===== config.mk =====
export PLATFORM = sky130hd
export DESIGN_NAME = mem_arbiter
export DESIGN_NICKNAME = d
export VERILOG_FILES = /design/src/rtl/mem_arb_pkg.sv /design/src/rtl/lat_counter.sv /design/src/rtl/mem_arbiter.sv
export SDC_FILE = /design/constraint.sdc
export NUM_CORES = 1
export LEC_CHECK = 0
export BUFFER_PORTS_ARGS = -buffer_cell sky130_fd_sc_hd__buf_2
export CAP_MARGIN = 5
export CELL_PAD_IN_SITES_DETAIL_PLACEMENT = 1
export CELL_PAD_IN_SITES_GLOBAL_PLACEMENT = 1
export CORE_UTILIZATION = 33
export DETAILED_ROUTE_END_ITERATION = 8
export PLACE_DENSITY_LB_ADDON = 0.1
export SYNTH_ARGS = -nofsm -noshare
export SYNTH_HDL_FRONTEND = slang
export SYNTH_HIERARCHICAL = 1
export SYNTH_SLANG_ARGS = --single-unit

===== constraint.sdc =====
create_clock -name clk -period 2.7 [get_ports clk]
set_input_delay 0.27 -clock clk [delete_from_list [all_inputs] [get_ports clk]]
set_output_delay 0.27 -clock clk [all_outputs]
set_load 0.01 [all_outputs]

===== src/rtl/mem_arb_pkg.sv =====
// Shared types and constants for the unified-memory arbiter.
package mem_arb_pkg;

  localparam int unsigned CNT_W = 4;

  typedef enum logic [1:0] {
    IDLE   = 2'd0,
    SRV_IF = 2'd1,
    SRV_DM = 2'd2
  } state_t;

endpackage


===== src/rtl/lat_counter.sv =====
// Loadable down-counter with zero flag; counts the memory access latency.
module lat_counter
  import mem_arb_pkg::*;
(
  input  logic             clk,
  input  logic             rst,
  input  logic             load,
  input  logic             dec,
  input  logic [CNT_W-1:0] load_val,
  output logic             zero_c
);

  logic [CNT_W-1:0] cnt;

  // Saturates at zero so an extra decrement never wraps.
  always_ff @(posedge clk) begin
    if (rst) begin
      cnt <= '0;
    end else if (load) begin
      cnt <= load_val;
    end else if (dec && (cnt != '0)) begin
      cnt <= cnt - CNT_W'(1);
    end
  end

  assign zero_c = (cnt == '0);

endmodule


===== src/rtl/mem_arbiter.sv =====
// Arbitrates a single-ported fixed-latency memory between fetch and data
// requesters; data wins ties, one IDLE turnaround cycle between accesses.
module mem_arbiter
  import mem_arb_pkg::*;
#(
  parameter int unsigned LAT = 4,
  parameter int unsigned AW  = 16,
  parameter int unsigned DW  = 16
) (
  input  logic          clk,
  input  logic          rst,
  input  logic          if_req,
  input  logic [AW-1:0] if_addr,
  output logic [DW-1:0] if_rdata,
  output logic          if_done,
  output logic          if_stall,
  input  logic          dm_rd,
  input  logic          dm_wr,
  input  logic [AW-1:0] dm_addr,
  input  logic [DW-1:0] dm_wdata,
  output logic [DW-1:0] dm_rdata,
  output logic          dm_done,
  output logic          dm_stall,
  output logic          mem_en,
  output logic          mem_wr,
  output logic [AW-1:0] mem_addr,
  output logic [DW-1:0] mem_wdata,
  input  logic [DW-1:0] mem_rdata,
  output logic          err
);

  state_t state;
  state_t state_nxt;
  logic   cnt_zero_c;
  logic   dm_req_c;
  logic   if_req_c;
  logic   grant_dm_c;
  logic   grant_if_c;
  logic   finish_c;

  // A requester whose done is high this cycle is not regranted.
  assign dm_req_c = (dm_rd | dm_wr) & ~dm_done;
  assign if_req_c = if_req & ~if_done;

  assign if_stall = if_req & ~if_done;
  assign dm_stall = (dm_rd | dm_wr) & ~dm_done;

  always_ff @(posedge clk) begin
    if (rst) begin
      state <= IDLE;
    end else begin
      state <= state_nxt;
    end
  end

  always_comb begin
    state_nxt = state;
    case (state)
      IDLE: begin
        if (dm_req_c) begin
          state_nxt = SRV_DM;
        end else if (if_req_c) begin
          state_nxt = SRV_IF;
        end
      end
      SRV_IF, SRV_DM: begin
        if (cnt_zero_c) begin
          state_nxt = IDLE;
        end
      end
      default: state_nxt = IDLE;
    endcase
  end

  always_comb begin
    grant_dm_c = 1'b0;
    grant_if_c = 1'b0;
    finish_c   = 1'b0;
    case (state)
      IDLE: begin
        grant_dm_c = dm_req_c;
        grant_if_c = if_req_c & ~dm_req_c;
      end
      SRV_IF, SRV_DM: finish_c = cnt_zero_c;
      default: ;
    endcase
  end

  lat_counter u_lat_counter (
    .clk      (clk),
    .rst      (rst),
    .load     (grant_dm_c | grant_if_c),
    .dec      (state != IDLE),
    .load_val (CNT_W'(LAT - 1)),
    .zero_c   (cnt_zero_c)
  );

  // Memory port latches, completion pulses and returned data.
  always_ff @(posedge clk) begin
    if (rst) begin
      mem_en    <= 1'b0;
      mem_wr    <= 1'b0;
      mem_addr  <= '0;
      mem_wdata <= '0;
      if_rdata  <= '0;
      if_done   <= 1'b0;
      dm_rdata  <= '0;
      dm_done   <= 1'b0;
      err       <= 1'b0;
    end else begin
      err     <= dm_rd & dm_wr;
      if_done <= 1'b0;
      dm_done <= 1'b0;
      if (grant_dm_c) begin
        mem_en    <= 1'b1;
        mem_wr    <= dm_wr;
        mem_addr  <= dm_addr;
        mem_wdata <= dm_wdata;
      end else if (grant_if_c) begin
        mem_en   <= 1'b1;
        mem_wr   <= 1'b0;
        mem_addr <= if_addr;
      end else if (finish_c) begin
        mem_en <= 1'b0;
        if (state == SRV_IF) begin
          if_rdata <= mem_rdata;
          if_done  <= 1'b1;
        end else begin
          dm_done <= 1'b1;
          if (!mem_wr) begin
            dm_rdata <= mem_rdata;
          end
        end
      end
    end
  end

endmodule


==> results of run 1 <==
-- registers in the layout, summed over array words and instances (netlist names) --
register,cells
dm_rdata,16
if_done,1
u_lat_counter/cnt,4
mem_wr,1
mem_addr,16
if_rdata,16
dm_done,1
mem_en,1
state,2
mem_wdata,16
err,1
-- power groups by stage --
stage | sequential (mW) | combinational (mW) | clock (mW)
floorplan | 1.54 | 0.803 | 0
global placement | 1.45 | 1.32 | 0
detailed placement | 1.46 | 1.34 | 0
CTS | 1.44 | 1.35 | 0.979
global route | 1.47 | 1.49 | 1.03
finish | 1.44 | 1.33 | 0.941
-- tightest hold or removal path, delay by kind of cell --
family	cells	cell delay [ps]
buffers and inverters	1	90
AND/OR/NAND/NOR	1	40
AO/OA/AOI/OAI	1	50
-- area by class of cell --
type | instances | area [um2] | share of cell area [%]
multi-input combinational | 214 | 1350 | 33.7
timing repair buffer | 147 | 756 | 18.9
clock buffer | 10 | 128 | 3.20
clock inverter | 6 | 87.6 | 2.20
tap | 108 | 135 | 3.39
sequential | 75 | 1500 | 37.6
inverter | 9 | 36.3 | 0.910
-- worst max-delay path by stage --
stage,start,end,slack [ps]
after floorplan,u_lat_counter/cnt[1],dm_rdata[10],480
after global placement,u_lat_counter/cnt[1],dm_rdata[2],520
after detailed placement,u_lat_counter/cnt[1],dm_rdata[0],420
after CTS,u_lat_counter/cnt[0],dm_rdata[0],400
after global routing,u_lat_counter/cnt[0],dm_rdata[3],230
final,u_lat_counter/cnt[0],dm_rdata[6],420
-- cell usage in the layout, fill, tap and decap left out, types with 2 or more instances in the layout --
cell type / synthesis / routed
buf_4: 0 / 8
dfxtp_1: 75 / 75
nand3b_1: 16 / 16
mux2i_1: 33 / 33
a211oi_4: 2 / 2
inv_1: 7 / 7
o22ai_1: 16 / 16
bufinv_16: 0 / 2
buf_2: 4 / 139
conb_1: 2 / 4
a21oi_1: 18 / 18
nand2_1: 40 / 40
a311oi_1: 2 / 2
nand3_1: 2 / 2
nor2_1: 41 / 40
a22oi_1: 2 / 2
ha_1: 3 / 3
a211oi_1: 2 / 2
clkbuf_8: 0 / 9
clkinv_2: 0 / 2
o21ai_0: 7 / 7
o21ai_1: 11 / 11
-- Yosys cell counts (2+ instances only) --
cell type | instances | share of area (%)
buf_6 | 2 | 0.76
a211oi_1 | 2 | 0.51
nand3b_1 | 16 | 4.0
dfxtp_1 | 75 | 51
inv_1 | 7 | 0.89
a211oi_4 | 2 | 1.3
o22ai_1 | 16 | 3.4
nand2_1 | 40 | 5.1
nor2_1 | 41 | 5.2
a22oi_1 | 2 | 0.51
o21ai_0 | 7 | 1.2
a311oi_1 | 2 | 0.59
nand3_1 | 2 | 0.34
a21oi_1 | 18 | 3.0
ha_1 | 3 | 1.3
conb_1 | 2 | 0.25
mux2i_1 | 33 | 11
clkbuf_1 | 14 | 1.8
o21ai_1 | 11 | 1.9
buf_2 | 4 | 0.67
-- logic make-up (layout without fill, tap and decap cells) --
logic type / after synthesis / in the layout
AND/OR/NAND/NOR: 110 / 110
flip-flops: 75 / 75
AO/OA/AOI/OAI: 64 / 64
multiplexers: 33 / 33
buffers and inverters: 29 / 172
adder cells (fa/ha/maj): 3 / 3
other: 2 / 4
-- metal layers --
metal  track usage, %  wire length, um  vias to the layer above
met5                0                0                        -
met4             6.20               82                        0
met3             4.99              435                        7
met2             30.0             3870                       78
met1             20.3             3540                     1286
li1                 -                -                     1366
-- metrics by stage --
stage	hold WS, ps	cell area, um2	power, mW	instances
after floorplan	342	2980	2.34	318
after global placement	440	3770	2.78	553
after detailed placement	443	3770	2.81	553
after CTS	136	3990	3.77	569
after global routing	141	3990	3.98	569
final	156	3990	3.71	569
==> qor.txt, run 1 <==
Outcome - finished, final reports clean
Leakage - 1.80 nW
Flop pwr share - 38.8%
Post-detail-place hpwl - 5740 um
Critical path required time - 2910 ps
Grt ovf - 0
Worst-margin pin slew - 572 ps
Htree depth - 3
Crit. End Element - register
Die ar. - 9380 um2
Largest family of logic cells by synthesized area - simple AND/OR/NAND/NOR gates
Worst Path Max Fanout - 16
# resized after CTS - 0
Remaining antenna violation count - 0
Synth warn - 6
Total CTS buffers - 9
Total global-route track usage - 17.3%
Synth async-reset ratio - 0%
Vias in the first global route - 2762
Clock sinks - 75
WP buf/inv - 3
Post-Syn Area - 2970 um2
I/O Pins - 140
TritonCTS clock tree - done
Reg2reg setup slack - 420 ps
CP dominant cell by count - inv_1
CP Depth - 9
Filler instances - 1082
Initial antenna violation count - 0
FF-to-FF End - dm_rdata[6]
Pre-CTS setup slack - 417 ps
Syn_area_per_cell - 9.39 um2
Share of total power in combinational logic - 35.8%
Clock Pin Slew Worst Setup and Hold Paths - 80 ps
Hold buffer count at cts - 0
Simple-Gate Fraction of Synth Area - 17.8%
Area growth from synthesis to layout - 34.4%
Reg2reg path depth - 9
RSZ-0062 raised after global routing - no
Post-synthesis adder-cell area fraction - 1.26%
GP Congestion - 0.752
R2R Path Start - u_lat_counter/cnt[0]
Starting Density - 34.0%
# rows - 34
Crit path kind - register to register
Via count - 2737
Psw - 1.36 mW
Crit path max-delay family - simple AND/OR/NAND/NOR gates
Clock skew - 10.2 ps
Die Y - 96.8 um
Distinct cells, synth - 37
Antenna cells - 0
Post-CTS setup buffer count - 0
Int Power - 2.35 mW
Largest net degree at the start of global routing - 30
Clock Latency Late Sink - 340 ps
Final setup violation count - 0
HP Class - primary input to register
Clock Tree Root - clkbuf_8
Mux contribution to synthesized area - 11.1%
Compound-gate portion of the synthesized area - 14.5%
Sw frac - 36.6%
Via-to-Cell Ratio - 4.81
Hold EP - mem_wdata[9]
Final min period - 2280 ps
Primary FF master, synth - dfxtp_1
Crit start category - register
Xor-xnor portion of the synthesized cell area - 0%
Worst EP arrival - 2490 ps
Final Cycle Share - 84.6%
Hold Fails Final Rpt - 0
Max-cap viol count - 0
Worst path cell trace - inv_1 -> ha_1 -> or3b_4 -> inv_1 -> nand4bb_1 -> a211oi_4 -> buf_4 -> mux2i_1 -> nor2_1
Seq/Total Area, Yosys - 50.6%
Mapped Cells - 316
DRC - 0
Routed WL per cell - 13.9 um
Peak supply drop - 0.313 mV
Drt total wl - 7930 um
Sum Neg Setup Slack - 0 ps
Pwr/cell area - 930 nW/um2
Cell depth of the worst hold path - 3
Clk pwr share - 25.4%
Total Nets Final - 528
Final core occ - 45.7%
First drt pass iteration count - 4
Max Freq - 0.438 GHz
Hold path start - dm_wdata[9]
Synthesis-stage register bit count - 75
Slew Viols, Final - 0
Core area - 8720 um2
Slowest cell on the critical path - or3b_4
EDFF count, synth - 0
Layout cells sized above 1 - 37.1%
Slew Limit Headroom - 61.9%
First-pass GRT wire length - 13200 um
Port bufs - 139
Clk buf depth - 2
Crit path largest cell delay - 440 ps
Die X-Extent - 96.8 um
Setup slack after layout - 416 ps
DRT iter0 DRCs - 47
(Power assumes the default switching activity.)
==> inputs of run 2 (changes only) <==
Clock period 2.7 ns to 2.2 ns, I/O delays scaled along.
==> run 2 against run 1 <==
- setup slack worse by 300 ps
- critical endpoint is now dm_rdata[14]
- first-iteration DRC count down 11%
- clock skew up 1.9 ps
- utilization up 1.1 points
- count of clock-buffer cells in the layout unchanged
- sequential power up 23%
==> qor.txt, run 2 (synthesis results as in run 1) <==
Outcome - finished, final reports clean
Final Cycle Share - 94.9% (+10 points)
Cell depth of the worst hold path - 3 (unchanged)
Via-to-Cell Ratio - 4.82 (+0.23%)
Antenna cells - 0 (unchanged)
Area growth from synthesis to layout - 37.6%
Reg2reg path depth - 9 (unchanged)
TritonCTS clock tree - done
Crit path kind - register to register
Final setup violation count - 0 (unchanged)
Largest net degree at the start of global routing - 27 (-10%)
Starting Density - 34.0% (unchanged)
Final min period - 2090 ps (-197 ps)
Pwr/cell area - 1140 nW/um2 (+23%)
Htree depth - 3 (unchanged)
Die Y - 96.8 um (unchanged)
Layout cells sized above 1 - 39.1% (+2.0 points)
Max-cap viol count - 0 (unchanged)
Worst-margin pin slew - 562 ps (-10.1 ps)
Initial antenna violation count - 0 (unchanged)
Total Nets Final - 535 (+1.3%)
Slew Viols, Final - 0 (unchanged)
Post-detail-place hpwl - 6000 um (+4.5%)
Crit start category - register
Port bufs - 139 (unchanged)
Clock Tree Root - clkbuf_8
Hold buffer count at cts - 0 (unchanged)
Clock Pin Slew Worst Setup and Hold Paths - 80 ps (about the same)
Crit. End Element - register
Worst Path Max Fanout - 8 (-8)
Peak supply drop - 0.482 mV (+54%)
Max Freq - 0.479 GHz (+9.4%)
Clock Latency Late Sink - 340 ps (about the same)
DRC - 0 (unchanged)
First drt pass iteration count - 4 (unchanged)
Worst EP arrival - 2310 ps (-180 ps)
# rows - 34 (unchanged)
Final core occ - 46.8% (+1.1 points)
First-pass GRT wire length - 13800 um (+4.4%)
Hold Fails Final Rpt - 0 (unchanged)
Total global-route track usage - 17.9% (+0.56 points)
GP Congestion - 0.726 (-3.5%)
Sum Neg Setup Slack - 0 ps (unchanged)
Clock sinks - 75 (unchanged)
Via count - 2777 (+1.5%)
Vias in the first global route - 2882 (+4.3%)
Total CTS buffers - 9 (unchanged)
Die ar. - 9380 um2 (unchanged)
Remaining antenna violation count - 0 (unchanged)
DRT iter0 DRCs - 42 (-11%)
Leakage - 1.84 nW (+2.3%)
Core area - 8720 um2 (unchanged)
HP Class - primary input to register
Reg2reg setup slack - 110 ps (-300 ps)
Tot Pwr - 4.67 mW (+26%)
Grt ovf - 0 (unchanged)
Clock skew - 12.1 ps (+1.90 ps)
Routed WL per cell - 14.2 um (+1.8%)
Most frequent cells in the layout - buf_2 (139), dfxtp_1 (74), nand2_1 (40), nor2_1 (40), mux2i_1 (33)
Drt total wl - 8170 um (+3.1%)
Die X-Extent - 96.8 um (unchanged)
Most common cell after layout, fill and taps aside - buf_2
Critical path required time - 2420 ps (-490 ps)
I/O Pins - 140 (unchanged)
Slew Limit Headroom - 62.5% (+0.67 points)
Clk buf depth - 2 (unchanged)
run 2: cell types whose count changed in the layout (fill, tap and decap cells not counted), sizes merged:
cell / previous run / this run
clkbuf: 10 / 11
buf: 147 / 153
run 2: per-stage QoR:
| step | instances | area (um2) | setup WS, ps | hold slack (ps) |
|---|---|---|---|---|
| 2_1_floorplan | 318 | 2990 | 7.61 | 292 |
| 3_3_place_gp | 556 | 3820 | 147 | 439 |
| 3_5_place_dp | 556 | 3820 | 58.9 | 444 |
| 4_1_cts | 572 | 4040 | 38.0 | 96.2 |
| 5_1_grt | 576 | 4090 | -2.36 | 99.5 |
| 6_report | 576 | 4090 | 112 | 114 |
run 2: worst paths after layout:
| check | from | to |
|---|---|---|
| min | dm_wdata[7] | mem_wdata[7] |
| min reg2reg | mem_wdata[11] | mem_wdata[11] |
| max reg2reg | u_lat_counter/cnt[1] | dm_rdata[14] |
| max | u_lat_counter/cnt[1] | dm_rdata[14] |
run 2: worst max-delay path, cell delays in order (launching register included):
cell       delay (ps)
dfxtp_2           330
inv_2              70
ha_4              140
or3b_4            400
inv_2              90
nand4bb_1         150
a211oi_4          310
clkbuf_16         230
mux2i_1           200
nor2_1             50
run 2: area by class of cell:
| type | count | area, um2 |
|---|---|---|
| multi-input combinational | 214 | 1360 |
| clock buffer | 10 | 128 |
| clock inverter | 6 | 87.6 |
| tap | 108 | 135 |
| sequential | 75 | 1500 |
| fill | 1060 | 4640 |
| timing repair buffer | 154 | 838 |
| inverter | 9 | 36.3 |
run 2: metal layers:
metal / routed length, um / track usage (%)
met1: 3540 / 20.9
met2: 4010 / 31.0
met3: 535 / 5.78
met4: 94 / 5.17
met5: 0 / 0
run 2: report_power, final:
| part | internal, mW | switching, mW |
|---|---|---|
| clock network | 0.641 | 0.507 |
| registers | 1.62 | 0.145 |
| logic | 0.710 | 1.05 |
| total | 2.98 | 1.70 |
run 2: timing repair:
action                                  CTS  global route
resized for setup                         0             2
buffers inserted                          0             3
endpoints found under the setup margin    0            17
hold endpoints to repair                  0             0
==> inputs of run 3 (changes only) <==
Settings changed: SYNTH_HIERARCHICAL 1 to not set.
==> run 3 against run 2 <==
- combinational power decreased by 11%
- largest cell class unchanged
- synthesized cell count increased by 8.9%
- sequential share of layout area hardly changed
- via count grew 1.6%
- sequential power down 3%
- global-route usage increased by 0.22 points
- design area is essentially flat
- worst hold slack got worse by 16 ps
- critical path depth decreased by 2
- register-to-register slack gained 98 ps
==> qor.txt, run 3 <==
Share of total power in combinational logic - 36.2% (-1.4 points)
Clock Latency Late Sink - 350 ps (about the same)
Psw - 1.58 mW (-6.9%)
Post-detail-place hpwl - 6060 um (+1.0%)
Layout cells sized above 1 - 35.1% (-4.0 points)
Final Cycle Share - 90.4% (-4.5 points)
Pwr/cell area - 1060 nW/um2 (-7.2%)
Synth warn - 0 (-6)
Clock Pin Slew Worst Setup and Hold Paths - 90 ps (about the same)
Leakage - 1.94 nW (+5.4%)
Die Y - 98.6 um (+1.8%)
Port bufs - 139 (unchanged)
Top area cells in the synthesized netlist - dfxtp_1 (49%), mux2i_1 (10%), nand2b_1 (6.7%)
Total CTS buffers - 9 (unchanged)
Routed WL per cell - 14.4 um (+1.7%)
Post-CTS setup buffer count - 0 (unchanged)
Most frequent cells in the layout - buf_2 (139), dfxtp_1 (75), nand2_1 (51)
DRC - 0 (unchanged)
Crit. End Element - register
Sum Neg Setup Slack - 0 ps (unchanged)
Largest net degree at the start of global routing - 92 (+240%)
Core area - 8890 um2 (+2.0%)
Remaining antenna violation count - 0 (unchanged)
Via count - 2822 (+1.6%)
First-pass GRT wire length - 13900 um (+0.95%)
Area growth from synthesis to layout - 32.6%
Final cell count without fillers - 592 (+2.8%)
Htree depth - 3 (unchanged)
Max Freq - 0.503 GHz (+4.9%)
Crit start category - register
Primary FF master, synth - dfxtp_1
Post-Syn Area - 3080 um2 (+3.8%)
Syn nets - 416
EDFF count, synth - 0 (unchanged)
# resized after CTS - 0 (unchanged)
Die ar. - 9720 um2 (+3.7%)
Initial antenna violation count - 0 (unchanged)
Antenna cells - 0 (unchanged)
Clock Tree Root - clkbuf_8
Seq/Total Area, Yosys - 48.8% (-1.8 points)
Max-cap viol count - 0 (unchanged)
Worst EP arrival - 2200 ps (-110 ps)
Peak supply drop - 0.440 mV (-8.8%)
Synth area leader - dfxtp_1
Int Power - 2.75 mW (-7.5%)
HP Class - primary input to register
Count leader, synth - dfxtp_1
Mapped Cells - 344 (+8.9%)
Hold Fails Final Rpt - 0 (unchanged)
Worst Path Max Fanout - 16 (+8)
Clock skew - 9.15 ps (-2.99 ps)
# rows - 34 (unchanged)
Share of the synthesized area in the top cell type - 48.8% (-1.8 points)
TritonCTS clock tree - done
Via-to-Cell Ratio - 4.77 (-1.1%)
Hold buffer count at cts - 0 (unchanged)
Total Nets Final - 551 (+3.0%)
Clock sinks - 75 (unchanged)
Vias in the first global route - 2941 (+2.0%)
Syn_area_per_cell - 8.95 um2 (-4.7%)
Crit path kind - register to register
Grt ovf - 0 (unchanged)
DP Cell Count - 576 (+3.6%)
Starting Density - 34.6% (+0.60 points)
Outcome - finished, final reports clean
DRT iter0 DRCs - 76 (+81%)
Final min period - 1990 ps (-98.3 ps)
Critical path required time - 2410 ps (about the same)
Clk pwr share - 24.2% (-0.4 points)
Flop pwr share - 39.5% (+1.6 points)
Worst-margin pin slew - 398 ps (-164 ps)
Clk buf depth - 2 (unchanged)
Synth async-reset ratio - 0% (unchanged)
First drt pass iteration count - 4 (unchanged)
Top cells by count, synth - dfxtp_1 (75), nand2_1 (51), a21oi_1 (37), nor2_1 (37), nand2b_1 (33)
Slew Viols, Final - 0 (unchanged)
Die X-Extent - 98.6 um (+1.8%)
Most common cell after layout, fill and taps aside - buf_2
Distinct cells, synth - 31 (-16%)
Final core occ - 45.9% (-0.91 points)
RSZ-0062 raised after global routing - no
Final setup violation count - 0 (unchanged)
Drt total wl - 8540 um (+4.5%)
GP Congestion - 0.732 (+0.84%)
I/O Pins - 140 (unchanged)
Sw frac - 36.5% (+0.16 points)
Synthesis-stage register bit count - 75 (unchanged)
Slew Limit Headroom - 73.4% (+11 points)
Total global-route track usage - 18.1% (+0.22 points)
## run 3: changes by cell type after synthesis, sizes merged, moves of 11 or more
cell    before  now
nand2b       1   33
a21oi       18   37
nand3b      16    0
o21ai       18    2
o22ai       16    1
a211oi       4   17
nand2       40   51
## run 3: path summary, 6_finish.rpt
check                                      to  cells after the start  slack (ps)    startpoint
worst max-delay path              if_rdata[8]                      7         210      state[0]
worst min-delay path            mem_wdata[15]                      3         100  dm_wdata[15]
worst max register to register    if_rdata[8]                      7         210      state[0]
worst min register to register   mem_wdata[8]                      2         450  mem_wdata[8]
## run 3: cells by family after synthesis
| logic type | count (synthesis) | synth area share, % |
|---|---|---|
| AOI/OAI and AO/OA | 63 | 12.9 |
| xor gates and xnor gates | 1 | 0.284 |
| adders and majority gates | 3 | 1.22 |
| buffers and inverters | 34 | 5.12 |
| DFF | 75 | 48.8 |
| muxes | 33 | 10.8 |
| and+or+nand+nor | 135 | 21.0 |
## run 3: per-stage QoR
| step | hold WS [ps] | setup WS [ps] | power, mW | instance area [um2] |
|---|---|---|---|---|
| 3_3_place_gp | 439 | 287 | 3.30 | 3890 |
| 5_1_grt | 86.6 | 52.3 | 4.64 | 4080 |
| 6_report | 97.3 | 211 | 4.33 | 4080 |
| 4_1_cts | 81.9 | 198 | 4.42 | 4080 |
| 3_5_place_dp | 445 | 213 | 3.35 | 3890 |
| 2_1_floorplan | 334 | 145 | 2.74 | 3080 |
## run 3: layout make-up
type                            count  area (um2)
Clock buffer                       10         128
Timing Repair Buffer              150         803
Sequential cell                    75        1500
Inverter                            8        30.0
Fill cell                        1104        4810
Multi-Input combinational cell    235        1420
Tap cell                          108         135
Clock inverter                      6        66.3
## run 3: worst max-delay path, stage by stage (launching register included)
cell       delay (ps)
dfxtp_1           370
inv_1              50
ha_1              340
nand4bb_2         230
a2111oi_4         390
buf_12            220
mux2i_1           190
nor2_1             60
## run 3: metal layers
| metal | vias up | wire, um | part of all wire (%) | global-route usage [%] |
|---|---|---|---|---|
| met5 | - | 0 | 0 | 0 |
| met3 | 5 | 584 | 6.8 | 6.81 |
| met2 | 99 | 4050 | 47 | 30.8 |
| li1 | 1416 | - | - | - |
| met4 | 0 | 57 | 0.67 | 4.82 |
| met1 | 1302 | 3850 | 45 | 21.4 |
## run 3: power by group through the flow
stage | clock (mW) | sequential [mW] | combinational [mW]
4_1_cts | 1.09 | 1.72 | 1.61
3_3_place_gp | 0 | 1.74 | 1.57
6_report | 1.05 | 1.71 | 1.57
2_1_floorplan | 0 | 1.84 | 0.895
3_5_place_dp | 0 | 1.75 | 1.61
5_1_grt | 1.14 | 1.75 | 1.76
